**src/rtl/instruction_fetch.sv**
```systemverilog
// Fetch stage: holds the PC, fetches 32-bit words over a req/ready handshake and applies next-PC select.
// Optional build macro IF_MISALIGN_TRAP_EN turns misaligned jump targets into a sticky fault + halt.
module instruction_fetch #(
    parameter int                    ADDR_WIDTH = 64,
    parameter logic [ADDR_WIDTH-1:0] RESET_PC   = {ADDR_WIDTH{1'b0}}
) (
    input  logic                  clock,
    input  logic                  reset,
    output logic                  imem_req,
    output logic [ADDR_WIDTH-1:0] imem_addr,
    input  logic                  imem_ready,
    input  logic [31:0]           imem_rdata,
    output logic [31:0]           I,
    output logic                  I_valid,
    input  logic                  stall,
    input  logic [1:0]            pc_sel,
    input  logic [ADDR_WIDTH-1:0] branch_offset,
    input  logic [ADDR_WIDTH-1:0] reg_target,
    output logic [ADDR_WIDTH-1:0] pc,
    output logic                  halted,
    output logic                  fault
);

    localparam logic [1:0] S_WAIT  = 2'd0;
    localparam logic [1:0] S_ISSUE = 2'd1;
    localparam logic [1:0] S_HALT  = 2'd2;

    localparam logic [ADDR_WIDTH-1:0] PC_STEP    = ADDR_WIDTH'(3'd4);
    localparam logic [ADDR_WIDTH-1:0] ALIGN_MASK = ~ADDR_WIDTH'(2'b11);

    logic [1:0]            state_q, state_d;
    logic [ADDR_WIDTH-1:0] pc_q, pc_d;
    logic [31:0]           i_q, i_d;
    logic                  halted_q, halted_d;
    logic [ADDR_WIDTH-1:0] target_s;
`ifdef IF_MISALIGN_TRAP_EN
    logic                  fault_q, fault_d;
`endif

    // Candidate next PC for the instruction being issued; sums wrap modulo 2^ADDR_WIDTH.
    always_comb begin
        case (pc_sel)
            2'b01:   target_s = pc_q + (branch_offset << 2);
            2'b10:   target_s = reg_target;
            default: target_s = pc_q + PC_STEP;
        endcase
    end

    // Next-state logic for the WAIT / ISSUE / HALT sequencer.
    always_comb begin
        state_d  = state_q;
        pc_d     = pc_q;
        i_d      = i_q;
        halted_d = halted_q;
`ifdef IF_MISALIGN_TRAP_EN
        fault_d  = fault_q;
`endif
        case (state_q)
            S_WAIT: begin
                if (imem_ready) begin
                    i_d     = imem_rdata;
                    state_d = S_ISSUE;
                end else begin
                    state_d = S_WAIT;
                end
            end
            S_ISSUE: begin
                if (stall) begin
                    state_d = S_ISSUE;
                end else if (pc_sel == 2'b11) begin
                    halted_d = 1'b1;
                    state_d  = S_HALT;
`ifdef IF_MISALIGN_TRAP_EN
                end else if (target_s[1:0] != 2'b00) begin
                    // pc stays on the faulting instruction so software can locate it
                    fault_d  = 1'b1;
                    halted_d = 1'b1;
                    state_d  = S_HALT;
                end else begin
                    pc_d    = target_s;
                    state_d = S_WAIT;
                end
`else
                end else begin
                    pc_d    = target_s & ALIGN_MASK;
                    state_d = S_WAIT;
                end
`endif
            end
            S_HALT: begin
                state_d = S_HALT;
            end
            default: begin
                state_d = S_WAIT;
            end
        endcase
    end

    // State registers; reset abandons any in-flight request.
    always_ff @(posedge clock or posedge reset) begin
        if (reset) begin
            state_q  <= S_WAIT;
            pc_q     <= RESET_PC;
            i_q      <= 32'h0000_0000;
            halted_q <= 1'b0;
`ifdef IF_MISALIGN_TRAP_EN
            fault_q  <= 1'b0;
`endif
        end else begin
            state_q  <= state_d;
            pc_q     <= pc_d;
            i_q      <= i_d;
            halted_q <= halted_d;
`ifdef IF_MISALIGN_TRAP_EN
            fault_q  <= fault_d;
`endif
        end
    end

    // Request drops the instant reset is raised, not at the next edge.
    assign imem_req  = (state_q == S_WAIT) && !reset;
    assign imem_addr = pc_q;
    assign pc        = pc_q;
    assign I         = i_q;
    assign I_valid   = (state_q == S_ISSUE);
    assign halted    = halted_q;
`ifdef IF_MISALIGN_TRAP_EN
    assign fault     = fault_q;
`else
    assign fault     = 1'b0;
`endif

endmodule

```
**config.mk**
```make
export PLATFORM = sky130hd
export DESIGN_NAME = instruction_fetch
export DESIGN_NICKNAME = d
export VERILOG_FILES = /design/src/rtl/instruction_fetch.sv
export SDC_FILE = /design/constraint.sdc
export NUM_CORES = 1
export LEC_CHECK = 0
export CAP_MARGIN = 10
export CORE_MARGIN = 2
export CORE_UTILIZATION = 46
export DETAILED_ROUTE_END_ITERATION = 8
export GPL_TIMING_DRIVEN = 0
export HOLD_SLACK_MARGIN = 0.03
export PLACE_DENSITY = 0.81
export SLEW_MARGIN = 40
export SYNTH_ARGS = -nofsm -noshare
export SYNTH_HDL_FRONTEND = slang
export SYNTH_SLANG_ARGS = --single-unit
```
**constraint.sdc**
```tcl
create_clock -name clock -period 4.5 [get_ports clock]
set_input_delay 0.9 -clock clock [delete_from_list [all_inputs] [get_ports clock]]
set_output_delay 0.9 -clock clock [all_outputs]
set_load 0.1 [all_outputs]
```
Yosys cells after proc, flatten, opt, wreduce, memory -nomap -nowiden:

Index checks and enable logic that the tools add are counted.

* output and inout port bits: 164
* flip-flop bits (word level): 97
* input port bits: 166

* add/sub/neg operators: 2
* equality and inequality tests: 5
* reductions and logical operators: 6
* bitwise logic cells: 2
* mux-type cells: 5

Operators with widths (number)
* case mux 64 bit (2 select lines): 1
* adder 64 x 3 -> 64 bit (second input constant): 1
* adder 64 bit: 1
* == test 2 bit (second input constant): 3
* case mux 2 bit (3 select lines): 1
* AND reduction 3 bit: 2
* == test 2 x 1 -> 1 bit (second input constant): 2
* two-way mux 2 bit: 2
* logical NOT 2 bit: 1
* inverter 1 bit: 2
* AND reduction 2 bit: 1
* logical AND 1 bit: 1
* logical NOT 1 bit: 1
* two-way mux 1 bit: 1

Depth between registers and ports, before layout:

* word-level depth: 4
* gate-level depth with buffers: 16
* mapped depth without buffers: 14

Worst setup path before layout:

OpenSTA, ideal clock, no wires.

* kind: input port to flip-flop
* start: in pc_sel[0]
* end: reg pc_q[56] (netlist: imem_addr[56])
* stages: 16
* path slack: 402 ps
* arrival: 3966 ps
* path buffers: 3
* path through: nor2b_1 > clkbuf_1 > clkbuf_1 > and2_1 > ha_1 > buf_6 > a21o_1 > a21oi_1 > nor2b_1 > or4_4 > a211o_4 > a21oi_4 > o21bai_4 > a211oi_4 > mux2i_1 > nand4_1

* longest elaborated chain between the ends: 3
* elaborated cells between the ends (all ways): 6

RTL lines
* start: declaration: line 16 `input logic [1:0] pc_sel,`
* == test 2 bit: line 70 `end else if (pc_sel == 2'b11) begin`
* inverter 1 bit (no source line)
* AND reduction 3 bit (no source line)
* end signal: assignment: line 111 `pc_q <= pc_d;`
* end: declaration: line 32 `logic [ADDR_WIDTH-1:0] pc_q, pc_d;`

Several ways; a longest one is shown, not always the timed one.
A chain may end at the register's enable or synchronous reset.

Worst setup path after layout:

* start: in pc_sel[0]
* end: reg pc_q[51] (netlist: imem_addr[51])

Same word-level chain as after synthesis.

==> impl_metrics.tcl <==
set metrics [dict create \
    worst-r2r-setup-slack_ns 1.05 \
    grt_max_degree 52 \
    slowest_stage "a2111oi_4" \
    wl_um 30420 \
    die_y_um 141.0 \
    fin_cells 1639 \
    synth_edf_count 0 \
    postRouteAntennaNets 0 \
    num_rows 50 \
    yosysWarnings 0 \
    ios 330 \
    netlist.area_leader.share_pct 28.10 \
    remaining_drc_errors 0 \
    antenna_cells 0 \
    finalHoldViolations 0 \
    cp-start-kind "primary input" \
    cts_tree "yes" \
    gp_congestion 0.9483 \
    status "finished clean" \
    hold_path_class "flip-flop to flip-flop" \
    cp_cell_sequence "clkdlybuf4s15_1, nor2b_1, buf_4, clkbuf_2, and2_1, ha_2, o21ai_0, nor2_2, o41ai_4, o21a_1, a21oi_2, o211ai_1, buf_4, a2111oi_4, nor2_1, xnor2_1, a221o_1" \
    gr-usage-all-layers_pct 29.61 \
    synth_area_leaders "dfrtp_1, ha_1, a21oi_1" \
    ys_ff_latch 97 \
    ys_async_sr_fraction_pct 100.0 \
    criticalPathCategory "primary input to flip-flop" \
    clk_pin_slew_ns 0.09 \
    cp.required_ns 4.76 \
    relSlewSlack_pct 41.96 \
    initial_utilization_pct 46.49 \
    overflow 0 \
    slowest_delay_ns 0.48 \
    cts_sinks 97 \
    route.vias.total 9002 \
    critPathMaxFanout 10 \
    synth_cell_type_count 73 \
    drive_gt1_share_pct 24.84 \
    synth_area_mm2 0.008638 \
    firstDrtPassIters 5 \
    die_w_um 141.0 \
    syn_inst 1057 \
    synth-main-ff-cell "dfrtp_1" \
    min_period_ns 4.370 \
    dp_hpwl_um 23490 \
    dp.cells 1616 \
    fmax_ghz 0.2288 \
    ys_seq_area_share_pct 28.10 \
    cts_hold_buf 0 \
    cts_max_path_buffers 2 \
    numCtsBuffers 9 \
    synth.avg_cell_area_um2 8.172 \
    wl_per_cell_um 18.56 \
    vias_per_cell 5.492 \
    yosys.area.top_type "dfrtp_1" \
    end_kind "flip-flop" \
    maxCapViolCount 0 \
    clk_latency_ns 0.37 \
    rsz0062_at_grt "false" \
    dieArea_mm2 0.01989 \
    synth.most_common_cell "nand2_1" \
    drt_iter0_drc 491 \
    antenna_found_initial 0 \
    finalCritPeriodShare_pct 97.12 \
    grt_first_pass_wirelength_um 46210 \
    critical_path.most_common_cell "buf_4" \
    drv_slew 0 \
    core-area_mm2 0.01858 \
    skew_ns 0.01169 \
    nets 1628 \
    ys_top_cells_by_count "nand2_1, a21oi_1, dfrtp_1" \
    area_delta_synth_final_pct 38.25 \
    htreeDepth 3 \
    worstMarginPinSlew_ns 0.8706 \
    first_global_vias 8689 \
    cts-root-buf "clkbuf_16" \
    crit_arrival_ns 4.63 \
    setup_viol 0 \
    port_buffers 320 \
]
==> cells in the final DEF (no fill, tap or decap), types with 19 or more instances in the layout <==
| cell | instances |
|---|---|
| a21o_1 | 36 |
| a21oi_1 | 101 |
| a31oi_1 | 19 |
| and2_1 | 67 |
| buf_2 | 163 |
| buf_4 | 79 |
| clkbuf_1 | 35 |
| clkdlybuf4s50_1 | 159 |
| dfrtp_1 | 97 |
| ha_1 | 55 |
| mux2_2 | 32 |
| nand2_1 | 112 |
| nor2_1 | 84 |
| o21ai_0 | 67 |
| xnor2_1 | 27 |
| xor2_1 | 25 |
==> worst max-delay path, delay by kind of cell <==
family                     cells  cell delay [ns]
AOI/OAI and AO/OA              7             1.64
buffers and inverters          4             0.78
and+or+nand+nor                4             0.74
adders and majority gates      1             0.38
xor gates and xnor gates       1             0.16
==> path summary, 6_finish.rpt <==
kind	start	endpoint	cells past startpoint
max in group asynchronous	reset	imem_addr[14]	3
hold / removal	halted	halted	1
min in group asynchronous	reset	I[0]	2
setup / recovery	pc_sel[0]	imem_addr[51]	17
setup reg to reg	imem_addr[2]	imem_addr[52]	13
hold reg to reg	halted	halted	1
==> what timing repair did <==
| item | CTS | global route |
|---|---|---|
| pin swaps | 7 | 7 |
| endpoints found under the setup margin | 36 | 12 |
| setup buffers | 5 | 4 |
| resized for setup | 27 | 17 |
| gates cloned | 0 | 0 |
==> stage by stage <==
| step | utilization, % | setup TNS, ns | cell area [um2] | setup slack [ns] | hold slack, ns |
|---|---|---|---|---|---|
| global placement | 65.39 | -90.97 | 12150 | -0.9408 | 0.4519 |
| detailed placement | 61.29 | -25.68 | 11390 | -1.013 | 0.4526 |
| global route | 64.28 | 0 | 11940 | 0.001160 | 0.4987 |
| CTS | 63.81 | 0 | 11860 | 0.1347 | 0.4772 |
| floorplan | - | 0 | 8653 | 0.4015 | 0.4733 |
| finish | 64.28 | 0 | 11940 | 0.1296 | 0.4733 |
==> logic make-up (layout without fill, tap and decap cells) <==
family / Yosys count / after routing / synth area share (%)
AND/OR/NAND/NOR: 358 / 358 / 20.09
AO/OA/AOI/OAI: 312 / 312 / 23.44
buffers and inverters: 139 / 483 / 9.342
flip-flops: 97 / 97 / 28.10
adder cells (fa/ha/maj): 62 / 62 / 9.067
XOR/XNOR: 52 / 52 / 5.272
multiplexers: 36 / 36 / 4.650
other: 1 / 5 / 0.04341
==> final cells by class <==
cell class                 count  area, um2
multi-input combinational    825       5572
timing repair buffer         330       2501
fill                        1671       6638
buffer                       119      748.2
tap                          234      292.8
clock buffer                   9      225.2
sequential                    97       2427
inverter                      18      75.07
clock inverter                 7      101.3
==> state kept, by name, indices dropped and copies added (netlist names) <==
register,cells
imem_addr,62
I,32
state_q,2
halted,1
==> layer usage <==
metal | wire length [um] | global-route usage (%)
met1 | 12670 | 38.64
met2 | 14470 | 50.42
met3 | 2372 | 4.789
met4 | 906 | 9.368
met5 | 0 | 0
Power is left out: the tool's default activity adds up to more than one toggle a clock period on the data nets, which glitch-free logic cannot reach.
